$ cat config.mk
export PLATFORM = sky130hd
export DESIGN_NAME = mul_seq_shift_add
export DESIGN_NICKNAME = d
export VERILOG_FILES = /design/src/rtl/mul_pkg.sv /design/src/rtl/mul_sign_mag.sv /design/src/rtl/mul_seq_shift_add.sv
export SDC_FILE = /design/constraint.sdc
export NUM_CORES = 1
export LEC_CHECK = 0
export CAP_MARGIN = 20
export CORE_UTILIZATION = 48
export DETAILED_ROUTE_END_ITERATION = 7
export PLACE_DENSITY = 0.69
export SETUP_SLACK_MARGIN = 0.3
export SLEW_MARGIN = 10
export SYNTH_ARGS = -nofsm -noshare
export SYNTH_HDL_FRONTEND = slang
export SYNTH_SLANG_ARGS = --single-unit
$ cat constraint.sdc
create_clock -name clk -period 4.4 [get_ports clk]
set_clock_uncertainty 0.05 [all_clocks]
set_input_delay 0.66 -clock clk [delete_from_list [all_inputs] [get_ports clk]]
set_output_delay 0.66 -clock clk [all_outputs]
set_load 0.005 [all_outputs]
$ cat src/rtl/mul_pkg.sv
// ---------------------------------------------------------------------------
// mul_pkg
//   Shared definitions for the sequential shift-add multiplier.
//   - state_t : FSM state encoding (IDLE, BUSY, DONE)
//   - clog2   : ceiling log2, used to size the step counter
//   No ports; imported by mul_sign_mag and mul_seq_shift_add.
// ---------------------------------------------------------------------------
package mul_pkg;

    typedef enum logic [1:0] {
        ST_IDLE = 2'd0,
        ST_BUSY = 2'd1,
        ST_DONE = 2'd2
    } state_t;

    // Ceiling log2 evaluated at elaboration time; clog2(1) returns 0.
    function automatic int clog2(input int value);
        int result;
        int v;
        result = 0;
        v = value - 1;
        while (v > 0) begin
            result++;
            v = v >> 1;
        end
        return result;
    endfunction

endpackage

$ cat src/rtl/mul_sign_mag.sv
// ---------------------------------------------------------------------------
// mul_sign_mag
//   Combinational sign/magnitude helper.
//   Extracts the sign of x when is_signed is set and produces y, which is x
//   negated (two's complement, modulo 2^W) whenever the extracted sign and
//   neg_req disagree. With neg_req=0 this yields |x|; with is_signed=0 it is
//   a plain conditional negate driven by neg_req.
//   Ports:
//     x         in   W   operand
//     is_signed in   1   treat x as two's complement
//     neg_req   in   1   additionally request a negation
//     y         out  W   conditionally negated x
//     sign      out  1   is_signed & x[W-1]
// ---------------------------------------------------------------------------
module mul_sign_mag
    import mul_pkg::*;
#(
    parameter int W = 8
) (
    input  logic [W-1:0] x,
    input  logic         is_signed,
    input  logic         neg_req,
    output logic [W-1:0] y,
    output logic         sign
);

    assign sign = is_signed & x[W-1];

    // The most negative value maps onto itself bit-wise, which read as an
    // unsigned W-bit number is exactly its magnitude, so no extra bit is
    // needed on the magnitude path.
    always_comb begin
        y = x;
        if (sign ^ neg_req) begin
            y = ~x + W'(1);
        end
    end

endmodule

$ cat src/rtl/mul_seq_shift_add.sv
// ---------------------------------------------------------------------------
// mul_seq_shift_add
//   Iterative shift-add multiplier, WIDTH x WIDTH -> 2*WIDTH, with a
//   per-operation signed/unsigned mode and valid/ready handshakes on both
//   sides. One operation in flight: IDLE -> BUSY -> DONE -> IDLE.
//   Ports:
//     clk, rst   clock and synchronous active-high reset
//     in_valid   in   operands a, b, sign_mode valid
//     in_ready   out  high only in IDLE
//     a, b       in   WIDTH-bit multiplicand / multiplier
//     sign_mode  in   0 unsigned, 1 two's complement
//     out_valid  out  z holds a finished product (DONE)
//     out_ready  in   consumer accepts z
//     z          out  2*WIDTH-bit product
//     busy       out  high in BUSY and DONE
//   Build option:
//     MUL_EARLY_TERM_EN - leave BUSY as soon as the remaining multiplier
//     bits are all zero; product unchanged, latency becomes data dependent.
// ---------------------------------------------------------------------------
module mul_seq_shift_add
    import mul_pkg::*;
#(
    parameter int WIDTH = 8
) (
    input  logic               clk,
    input  logic               rst,
    input  logic               in_valid,
    output logic               in_ready,
    input  logic [WIDTH-1:0]   a,
    input  logic [WIDTH-1:0]   b,
    input  logic               sign_mode,
    output logic               out_valid,
    input  logic               out_ready,
    output logic [2*WIDTH-1:0] z,
    output logic               busy
);

    localparam int CNT_W = clog2(WIDTH + 1);
    localparam int PW    = 2 * WIDTH;

    state_t           state;
    state_t           state_next;
    logic [PW-1:0]    acc;
    logic [PW-1:0]    mcand;
    logic [PW-1:0]    acc_step;
    logic [PW-1:0]    z_final;
    logic [WIDTH-1:0] mplier;
    logic [WIDTH-1:0] a_mag;
    logic [WIDTH-1:0] b_mag;
    logic [CNT_W-1:0] cnt;
    logic             neg;
    logic             a_sign;
    logic             b_sign;
    logic             last_step;
    logic             res_sign_unused;

    // Operand magnitudes: the multiply core only ever sees unsigned values.
    mul_sign_mag #(.W(WIDTH)) u_mag_a (
        .x         (a),
        .is_signed (sign_mode),
        .neg_req   (1'b0),
        .y         (a_mag),
        .sign      (a_sign)
    );

    mul_sign_mag #(.W(WIDTH)) u_mag_b (
        .x         (b),
        .is_signed (sign_mode),
        .neg_req   (1'b0),
        .y         (b_mag),
        .sign      (b_sign)
    );

    // Final result: restore the sign on the last accumulator value.
    mul_sign_mag #(.W(PW)) u_neg_z (
        .x         (acc_step),
        .is_signed (1'b0),
        .neg_req   (neg),
        .y         (z_final),
        .sign      (res_sign_unused)
    );

    assign in_ready  = (state == ST_IDLE);
    assign busy      = (state != ST_IDLE);
    assign out_valid = (state == ST_DONE);

    // One shift-add step; the sum always fits because the final product of
    // two WIDTH-bit magnitudes fits in 2*WIDTH bits.
    assign acc_step = mplier[0] ? (acc + mcand) : acc;

    // Decide whether the current BUSY cycle is the last one. In the early
    // terminating build the counter remains as a backstop; by the final
    // step the post-shift multiplier is zero anyway, so it never changes
    // the outcome.
    always_comb begin
`ifdef MUL_EARLY_TERM_EN
        last_step = (mplier[WIDTH-1:1] == '0) || (cnt == CNT_W'(WIDTH - 1));
`else
        last_step = (cnt == CNT_W'(WIDTH - 1));
`endif
    end

    // State register; reset takes priority over every other event.
    always_ff @(posedge clk) begin
        if (rst) begin
            state <= ST_IDLE;
        end else begin
            state <= state_next;
        end
    end

    // Next-state logic: accept in IDLE, iterate in BUSY, wait for the
    // consumer in DONE.
    always_comb begin
        state_next = state;
        case (state)
            ST_IDLE: if (in_valid)  state_next = ST_BUSY;
            ST_BUSY: if (last_step) state_next = ST_DONE;
            ST_DONE: if (out_ready) state_next = ST_IDLE;
            default:                state_next = ST_IDLE;
        endcase
    end

    // Datapath: capture operands on accept, then shift and add once per
    // BUSY cycle, loading z on the exit edge. z is left untouched in DONE
    // and IDLE so it stays stable under backpressure and after transfer.
    always_ff @(posedge clk) begin
        if (rst) begin
            acc    <= '0;
            mcand  <= '0;
            mplier <= '0;
            cnt    <= '0;
            neg    <= 1'b0;
            z      <= '0;
        end else begin
            case (state)
                ST_IDLE: begin
                    if (in_valid) begin
                        neg    <= a_sign ^ b_sign;
                        mcand  <= {{WIDTH{1'b0}}, a_mag};
                        mplier <= b_mag;
                        acc    <= '0;
                        cnt    <= '0;
                    end
                end
                ST_BUSY: begin
                    acc    <= acc_step;
                    mcand  <= mcand << 1;
                    mplier <= mplier >> 1;
                    cnt    <= cnt + CNT_W'(1);
                    if (last_step) begin
                        z <= z_final;
                    end
                end
                default: begin
                end
            endcase
        end
    end

endmodule
* Word level (Yosys, flattened, before mapping)
Index checks and enable logic that the tools add are counted.
Storage, ports and cells: logic and storage cells 47, flip-flop bits (word level) 63, ROM bits 0, memories kept 0, latch bits 0, input port bits 21, output and inout bits 19, RAM bits 0
Cells by class: multiply operators 0, divide/modulo/power cells 0, eq/ne operators 6, reduce and logical (&&, ||, !) cells 7, bitwise gates (word level) 6, magnitude comparators 0, multiplexer cells 16, shift-type cells 0, add/sub/neg operators 5
Operators by type and width (count):
- 16-bit two-way mux | 4
- 16-bit one-hot mux with 2 select lines | 2
- 8-bit two-way mux | 3
- 16-bit by 1-bit adder with 16-bit output, second input constant | 1
- 16-bit adder | 1
- 8-bit by 1-bit adder with 8-bit output, second input constant | 2
- 16-bit inverter | 1
- 8-bit inverter | 2
- 8-bit one-hot mux with 2 select lines | 1
- 4-bit one-hot mux with 2 select lines | 1
- 2-bit two-way mux | 3
- 2-bit one-hot mux with 3 select lines | 1
- 2-bit AND reduction | 3
- 4-bit by 1-bit adder with 4-bit output, second input constant | 1
- 4-bit by 3-bit equality test with 1-bit output, second input constant | 1
- 4-bit two-way mux | 1
- 2-bit != test, second input constant | 2
- 2-bit nonzero test | 2
- 3-bit AND reduction | 1
- 1-bit AND | 2
- 2-bit by 1-bit equality test with 1-bit output, second input constant | 1
- 2-bit equality test, second input constant | 1
- 2-bit zero test | 1
- 2-bit by 1-bit != test with 1-bit output, second input constant | 1
- 1-bit XOR | 1

* Longest topological paths before layout
Gate-level depths: netlist (run 1).
depth after elaboration 5, depth in mapped cells 11, gate-level depth less buffers 11

* Modules after synthesis
A second synthesis (run 1) with hierarchy kept.
Second synthesis, totals: cell total of the unflattened synthesis 511, area, all modules 3990.1 um2
Modules (own cells, without submodules):
- mul_seq_shift_add | instances 1, cells each 410, seq. area each 1261.2 um2, area each 3211.8 um2
- mul_sign_mag (u_mag_a ...) | instances 2, cells each 26, seq. area each 0.0 um2, area each 205.2 um2
- mul_sign_mag (u_neg_z) | instances 1, cells each 49, seq. area each 0.0 um2, area each 367.9 um2

* Least setup slack after synthesis (run 1)
No wires, ideal clock.
path type register to register, start register acc[0], end register z[15], period minus slack after synthesis 3271 ps, arrival 3086 ps, library setup time 135 ps, stages on the path, launching flop included 12, path buffers 0, required time 4215 ps, setup slack 1129 ps, path through dfxtp_1 -> ha_1 -> fa_1 -> a211oi_1 -> o211ai_1 -> a21boi_0 -> xnor2_1 -> a211o_1 -> or4b_4 -> mux2_4 -> o221ai_2 -> o311ai_2
On the way: word-level cells in the longest chain between the ends 5
Ends and longest elaborated chain:
- from (decl) | line mul_seq_shift_add.sv:43 | logic [PW-1:0] acc;
- from (signal assigned) | line mul_seq_shift_add.sv:147 | acc <= acc_step;
- 16-bit adder | line mul_seq_shift_add.sv:89 | assign acc_step = mplier[0] ? (acc + mcand) : acc;
- 16-bit two-way mux * | line mul_seq_shift_add.sv:89
- 16-bit inverter | line mul_sign_mag.sv:35 | y = ~x + W'(1);
- 16-bit by 1-bit adder with 16-bit output | line mul_sign_mag.sv:35
- 16-bit two-way mux * | line mul_sign_mag.sv:34 | if (sign ^ neg_req) begin
- to (signal assigned) | line mul_seq_shift_add.sv:152 | z <= z_final;
- to (decl) | line mul_seq_shift_add.sv:34 | output logic [2*WIDTH-1:0] z,
Every way passes the cells marked *; elsewhere a longest branch is shown, timed or not. A chain may end at the register's enable or synchronous reset.

* Final worst setup path (run 1)
Same ends and word-level chain as after synthesis.

==> results.md, run 1 <==
- Die X: 93.3 um
- Seq/Total Area, Yosys: 31.5%
- Arrival time worst endpoint: 3740 ps
- CTS tree: yes
- Reg2reg setup slack: 830 ps
- Most frequent cell after synthesis: dfxtp_1
- Grt ovf: 0
- Crit. End Element: flop
- CTS sink count: 63
- Post-CTS setup buffer count: 0
- Fmax: 280 MHz
- Fillers: 719
- FF+latch count, synth: 63
- Flop pwr share: 47.1%
- R2r endpoint: z[15]
- WL/cell: 15.3 um
- Netlist Area Pre-Place: 0.00400 sq mm
- Diodes inserted: 0
- Final Hold Violating Endpoints: 0
- Max-slew violations: 0
- Hold Crit Class: reg2reg
- Initial core utilization: 50.7%
- Synth top area share: 31.5%
- Pin count of the biggest net entering global routing: 36
- Worst hold start: z[6]
- Largest cells by area after synthesis: dfxtp_1 32%, a21oi_1 7.0%, ha_1 5.9%
- Die area: 0.00870 sq mm
- Final Critical Period: 3570 ps
- DPL Wire Length: 7.19 mm
- First DRT Iteration DRCs: 187
- Wirelength, routed: 10.0 mm
- Cell accounting for the most synthesized area: dfxtp_1
- Mean Syn Cell Area: 7.73 sq um
- Clock tree buffer depth: 2
- H-tree depth: 3
- Relative slew slack: 57.4%
- Nets: 590
- Fin Setup TNS: 0 ps
- Internal: 0.911 mW
- Yosys warns: 0
- Leak: 1.77 nW
- Post-synth EDFFs: 0
- Sw Share: 28.1%
- Top post-synthesis cells by count: 63 x dfxtp_1, 62 x nor2_1, 57 x nand2_1
- GP Congestion: 0.882
- # setup viols final: 0
- Share of cells above drive strength 1: 6.68%
- Power density over cell area: 271 mW/mm^2
- Ys flop type: dfxtp_1
- Synth-to-layout area growth: 16.9%
- Port Buffers: 39
- DRC: 0
- Initial antenna violation count: 0
- Fin cells: 656
- First-pass GRT wire length: 16.9 mm
- Mapped Nets: 558
- TritonCTS Buffers: 9
- Status: finished, final reports clean
- Cell count after synthesis: 517
- GRT Util Overall: 24.4%
- Count of cell types in the netlist: 61
- GR peak layer: met2
- Met2 Usage GRT: 43.1%
- Row count: 32
- Multi-input logic area: 0.00260 sq mm
- Routed via count: 3909
- Met3 GRT Util: 4.07%
- CTS clk-pin slew, worst paths: 80 ps
- CTS root buf: clkbuf_8
- Io pins: 40
- Router iterations before antenna repair: 5
- Worst-margin pin slew: 636 ps
- CTS Hold Bufs: 0
- Share of synthesized flip-flops with an asynchronous set or reset: 0%
- Worst r2r src: acc[0]
- Hold path cells: 2
- Vias in the first global route: 3598
- Startpoint types: flop
- WHS Endpoint: z[6]
- CTS resizes: 0
- Die height: 93.3 um
- Worst hold slack: 407 ps
- Placed cell count: 639
- Req. time, crit path: 4570 ps
- Combinational power share: 13.7%
- Later-pin clock latency in the skew report: 340 ps
- RSZ-0062 raised after global routing: false
- NetSw: 0.357 mW
- Worst r2r path cells: 11
- Maxcap violations: 0
- Sequential standard cell area: 0.00126 sq mm
- Core Area: 0.00789 sq mm
- Critical Path Fanout Max: 6
- Global routing usage on met1: 29.7%
- Crit Path Category: reg2reg
- Post-route ant nets: 0
- Worst VDD drop: 0.000124 V
- Final Cycle Share: 81.1%
- Clk pwr share: 39.2%
- Avg Vias per Cell: 5.96
[power groups by stage]
stage	Clock [mW]	Sequential [mW]	Combinational (mW)
detailed placement	0	0.609	0.170
floorplan	0	0.604	0.114
global route	0.532	0.598	0.192
finish	0.497	0.596	0.174
global placement	0	0.608	0.168
CTS	0.507	0.596	0.171
[kinds of logic after synthesis]
logic type	Yosys count	share of synthesized area, %
simple gates	201	23.7
compound gates	165	27.8
flops	63	31.5
buf+inv	38	3.60
xor+xnor	23	5.04
fa+ha+maj	20	6.45
mux	7	1.94
[worst max path at each step]
stage                     startpoint  endpoint  slack (ps)  cells after the start
after detailed placement      acc[0]     z[15]         860                     11
after global placement        acc[0]     z[15]         930                     11
after global routing          acc[0]     z[15]         620                     11
after floorplan               acc[0]     z[15]        1130                     11
final                         acc[0]     z[15]         830                     11
after CTS                     acc[0]     z[15]         850                     11
[metrics by stage]
step	power (mW)	setup WS, ps	util (%)	cell area, sq um
2_1_floorplan	0.719	1130	-	4000
3_3_place_gp	0.776	925	56.7	4470
3_5_place_dp	0.780	864	56.7	4470
4_1_cts	1.27	846	59.1	4660
5_1_grt	1.32	621	59.3	4680
6_report	1.27	832	59.3	4680
[layout by cell type (no fill, tap or decap), types with 10 or more instances in the layout]
cell type / synthesis / routed
nor3_1: 14 / 14
nand3_1: 23 / 23
a21oi_1: 56 / 56
nor2_1: 62 / 62
clkdlybuf4s50_1: 0 / 38
xnor2_1: 12 / 12
dfxtp_1: 63 / 63
ha_1: 19 / 19
nand2_1: 57 / 57
xor2_1: 11 / 11
o21ai_0: 20 / 20
inv_1: 10 / 10
a31oi_1: 14 / 14
a22oi_1: 13 / 13
[cell type report]
type	instances	area share [%]
Clock inverter	6	1.31
Tap cell	102	2.73
Clock buffer	10	2.73
Sequential cell	63	27.0
Inverter	11	0.883
Timing Repair Buffer	48	9.85
Multi-Input combinational cell	416	55.5
[state kept, by name, indices dropped and copies added (netlist names)]
signal	count
acc	16
z	16
neg	1
mcand	16
cnt	4
state	2
mplier	8
[worst max-delay path, cell delays in order (launching register included)]
cell and delay [ps]:
dfxtp_1 320, ha_1 230, fa_1 440, a211oi_1 300
o211ai_1 250, a21boi_0 280, xnor2_1 120, a211o_1 300
or4b_4 530, mux2_4 330, o221ai_2 170, o311ai_2 130
[layer usage]
metal | part of all wire [%] | routed length (um)
met4 | 1.7 | 171
met3 | 3.1 | 316
met2 | 50 | 5040
met1 | 45 | 4510
met5 | 0 | 0
Power figures use the tool's default switching activity.
==> inputs of run 2 (changes only) <==
PLACE_DENSITY = 0.72   (was 0.69)
clock period = 3 ns   (was 4.4 ns; I/O delays follow)
==> run 2 against run 1 <==
Net effect: the flow now finishes with violations (negative setup slack); largest power group unchanged; largest cell class unchanged; final cell count increased by 11%; highest routed layer unchanged; count of clock-buffer cells in the layout unchanged; total power rose by 52%; clock power increased by 46%; sequential power up 47%; global-route usage up 3.3 points; wire length is 13% higher.
==> results.md, run 2 (synthesis gave the netlist of run 1 again) <==
- Status: finished with violations
- Violated checks: negative setup slack
- Maxcap violations: 0
- Final Hold Violating Endpoints: 0
- Die X: 93.3 um
- Design Area, Final: 0.00546 sq mm
- Wire length on met2: 5.71 mm
- DPL Wire Length: 8.21 mm
- Max-slew violations: 0
- Routed via count: 4263
- Synth-to-layout area growth: 36.5%
- CTS root buf: clkbuf_8
- Crit. End Element: flop
- Final Critical Period: 3240 ps
- Vias in the first global route: 4126
- Initial core utilization: 50.7%
- Leak: 2.16 nW
- TritonCTS Buffers: 9
- GP Congestion: 0.882
- M1 WL: 4.79 mm
- Hold path cells: 2
- Reg2reg setup slack: -240 ps
- Multi-input logic area: 0.00282 sq mm
- First-pass GRT wire length: 19.0 mm
- Worst r2r path cells: 11
- CTS clk-pin slew, worst paths: 80 ps
- Relative slew slack: 56.3%
- Clock tree buffer depth: 2
- Die height: 93.3 um
- Diodes inserted: 0
- Fillers: 626
- Req. time, crit path: 3180 ps
- Post-DP Area: 0.00505 sq mm
- Worst r2r src: acc[0]
- DRC: 0
- Hold Crit Class: reg2reg
- First DRT Iteration DRCs: 220
- Wirelength, routed: 11.4 mm
- WHS Endpoint: z[1]
- Commonest non-fill, non-tap cells in the layout: 79 x buf_4, 61 x nor2_1, 57 x nand2_1, 54 x a21oi_1, 53 x dfxtp_1
- CP Launch Point: acc[0]
- Pre-CTS WS: -294 ps
- Worst hold start: z[1]
- Row count: 32
- Core Area: 0.00789 sq mm
- Later-pin clock latency in the skew report: 350 ps
- Power density over cell area: 353 mW/mm^2
- Initial antenna violation count: 0
- Arrival time worst endpoint: 3420 ps
- RSZ-0062 raised after global routing: true
- CTS sink count: 63
- Pin count of the biggest net entering global routing: 32
- Largest regs: acc (16), mcand (16), z (16)
- Met3 WL: 500 um
- Critical Path Fanout Max: 4
- # setup viols final: 6
- Avg Vias per Cell: 5.86
- WL/cell: 15.6 um
- R2r endpoint: z[15]
- Grt ovf: 0
- Port Buffers: 39
- Nets: 662
- Sequential standard cell area: 0.00128 sq mm
- Post-route ant nets: 0
- Crit Path Category: reg2reg
- Die area: 0.00870 sq mm
- Most common cell after layout, fill and taps aside: buf_4
- Worst VDD drop: 0.000224 V
- Share of cells above drive strength 1: 23.8%
- Final Cycle Share: 108%
- Setup WS post-layout: -242 ps
- Worst-margin pin slew: 655 ps
- DR top layer: met4
- Startpoint types: flop
- CTS tree: yes
- Fmax: 308 MHz
- H-tree depth: 3
- CTS Hold Bufs: 0
- Router iterations before antenna repair: 4
- Io pins: 40
- GRT Util Overall: 27.7%
run 2: routing by layer:
metal  up-vias  GRT usage [%]
li1       2103              -
met1      2013           32.6
met2       111           48.5
met3        36           3.98
met4         0           14.5
met5         -              0
run 2: report_power, final:
part	total (mW)	switching (mW)	internal, mW
logic	0.327	0.179	0.148
registers	0.876	0.0209	0.855
clock network	0.726	0.345	0.381
run 2: layout make-up:
| cell class | instances | share of cell area [%] |
|---|---|---|
| repair buffers | 120 | 18.3 |
| multi-input cells | 416 | 51.6 |
| flip-flops and latches | 63 | 23.4 |
| clock inverters | 6 | 1.12 |
| inverters | 11 | 0.825 |
| well taps | 102 | 2.34 |
| clock buffers | 10 | 2.34 |
run 2: what timing repair did:
action,in CTS,in global routing
gates resized for setup,9,20
buffers inserted,6,6
gates cloned,0,0
pin swaps,17,13
setup endpoints to repair,10,13
run 2: worst max-delay path by stage:
stage / to / slack [ps] / depth (start not counted)
4_1_cts: z[15] / -210 / 11
5_1_grt: z[15] / -400 / 13
2_1_floorplan: z[15] / -100 / 11
6_report: z[15] / -240 / 11
3_5_place_dp: z[15] / -290 / 11
3_3_place_gp: z[15] / -180 / 11
run 2: stage by stage:
stage / hold WS [ps] / power, mW / setup TNS (ps) / instances / util [%]
after floorplan: 382 / 1.07 / -97.9 / 517 / -
after global placement: 391 / 1.20 / -283 / 700 / 64.1
after detailed placement: 401 / 1.20 / -902 / 700 / 64.1
after CTS: 410 / 1.92 / -281 / 722 / 67.5
after global routing: 422 / 2.00 / -1700 / 728 / 69.2
final: 408 / 1.93 / -737 / 728 / 69.2
run 2: worst max-delay path: stages, from the launching register on:
cell and delay (ps):
dfxtp_2 340, ha_4 160, fa_2 390, a211oi_4 250, o211ai_1 210, a21boi_1 200, xnor2_1 110, a211o_1 300
or4b_4 540, mux2_4 330, o221ai_2 150, o311ai_2 120
==> inputs of run 3 (changes only) <==
CAP_MARGIN = not set   (was 20)
CORE_MARGIN = 2   (was not set)
==> run 3 against run 2 <==
Net effect: count of clock-buffer cells in the layout unchanged; global-route usage is 1.2 points lower; final cell count shrank 1.5%; register-to-register slack worse by 30 ps; combinational power decreased by 3%; the flow still finishes with violations (negative setup slack); non-clock buffer count decreased by 14; design area decreased by 2.7%; first-iteration DRC count is 13% lower; hold slack improved by 0.85 ps; sequential share of layout area increased by 0.57 points; wire length up 1.5%.
==> results.md, run 3 (synthesis gave the netlist of run 1 again) <==
- Pre-CTS WS: -236 ps
- GP Congestion: 0.941
- Worst-margin pin slew: 1040 ps
- Grt ovf: 0
- Commonest non-fill, non-tap cells in the layout: 66 x buf_4, 61 x nor2_1, 57 x nand2_1, 55 x a21oi_1, 54 x dfxtp_1
- Final Critical Period: 3270 ps
- Leak: 2.06 nW
- Hold path cells: 2
- Arrival time worst endpoint: 3450 ps
- Post-route ant nets: 0
- First-pass GRT wire length: 18.6 mm
- CTS root buf: clkbuf_8
- Fin Setup TNS: -509 ps
- Fin cells: 717
- Routed via count: 4204
- DRC: 0
- R2r endpoint: z[15]
- CTS Hold Bufs: 0
- Synth-to-layout area growth: 32.9%
- Most common cell after layout, fill and taps aside: buf_4
- Die area: 0.00908 sq mm
- Vias in the first global route: 4020
- Initial antenna violation count: 0
- CTS sink count: 63
- Status: finished with violations
- Later-pin clock latency in the skew report: 350 ps
- Setup WS post-layout: -272 ps
- Reg2reg setup slack: -270 ps
- Post-DP Area: 0.00501 sq mm
- Largest delay share family, worst path: simple AND/OR/NAND/NOR gates
- Largest stage delay, worst path: 530 ps
- Avg Vias per Cell: 5.86
- Violated checks: negative setup slack
- Crit-path cells: ha_4 -> o211ai_4 -> o211a_1 -> buf_4 -> nor3b_1 -> mux2i_1 -> nand3b_1 -> or4b_4 -> mux2_4 -> o221ai_2 -> o311ai_2
- WHS Endpoint: z[12]
- Core Area: 0.00813 sq mm
- Buf/Inv on CP: 1
- H-tree depth: 3
- Io pins: 40
- Initial core utilization: 49.2%
- Worst r2r src: acc[4]
- Crit Path Category: reg2reg
- Nets: 648
- Placed cell count: 697
- Clock tree buffer depth: 2
- DPL Wire Length: 8.47 mm
- Worst hold start: z[12]
- Req. time, crit path: 3180 ps
- Critical Path Fanout Max: 5
- Worst r2r path cells: 11
- Row count: 33
- Port Buffers: 39
- Worst VDD drop: 0.000194 V
- First DRT Iteration DRCs: 191
- Max-slew violations: 0
- Wirelength, routed: 11.5 mm
- Final Cycle Share: 109%
- Fmax: 306 MHz
- Largest regs: acc (16), mcand (16), z (16)
- Startpoint types: flop
- Die height: 95.3 um
- Maxcap violations: 0
- Share of cells above drive strength 1: 20.8%
- RSZ-0062 raised after global routing: true
- Fillers: 687
- WL/cell: 16.1 um
- Final Hold Violating Endpoints: 0
- Hold Crit Class: reg2reg
- Fin util: 65.3%
- Design Area, Final: 0.00531 sq mm
- TritonCTS Buffers: 9
- Relative slew slack: 30.7%
- Slowest library cell on the worst path: or4b_4
- Die X: 95.3 um
- Crit. End Element: flop
- GRT Util Overall: 26.5%
- Power density over cell area: 363 mW/mm^2
- CTS tree: yes
- Pin count of the biggest net entering global routing: 43
- Router iterations before antenna repair: 4
- # setup viols final: 3
- Diodes inserted: 0
- CTS clk-pin slew, worst paths: 80 ps
-- run 3: what timing repair did --
item,4_1_cts,5_1_grt
resized for setup,9,7
setup endpoints to repair,10,12
pin swaps,7,6
setup buffers,1,3
-- run 3: final cells by class --
type | count | area, sq um | area share [%]
Multi-Input combinational cell | 416 | 2790 | 52.4
Sequential cell | 63 | 1270 | 24.0
Timing Repair Buffer | 106 | 892 | 16.8
Tap cell | 105 | 131 | 2.47
Clock buffer | 10 | 128 | 2.40
Clock inverter | 6 | 61.3 | 1.15
Inverter | 11 | 41.3 | 0.777
-- run 3: report_power, final --
| group | internal [mW] | switching [mW] |
|---|---|---|
| combinational | 0.142 | 0.176 |
| clock | 0.381 | 0.353 |
| sequential | 0.856 | 0.0199 |
-- run 3: worst max path at each step --
stage                     startpoint  slack [ps]     to  cells after the start
after floorplan               acc[0]        -100  z[15]                     11
after global placement        acc[1]        -130  z[15]                     10
after detailed placement      acc[1]        -240  z[15]                     10
after CTS                     acc[0]        -190  z[15]                     11
after global routing        mcand[0]        -380  z[15]                     12
final                         acc[4]        -270  z[15]                     11
-- run 3: through the flow --
stage,hold WS (ps),total power [mW]
6_report,408,1.93
5_1_grt,431,2.02
4_1_cts,409,1.94
3_5_place_dp,398,1.20
3_3_place_gp,390,1.19
2_1_floorplan,382,1.07
-- run 3: worst reg2reg max path, cell delays in order (launching register included) --
cell	delay [ps]
dfxtp_1	330
ha_4	310
o211ai_4	80
o211a_1	280
buf_4	150
nor3b_1	330
mux2i_1	330
nand3b_1	160
or4b_4	530
mux2_4	330
o221ai_2	140
o311ai_2	120
-- run 3: metal layers --
metal	vias to the layer above	global-route usage, %	part of all wire (%)
li1	2078	-	-
met3	27	3.87	3.4
met2	100	46.8	50
met5	-	0	0
met4	0	13.0	2.8
met1	1999	31.1	44
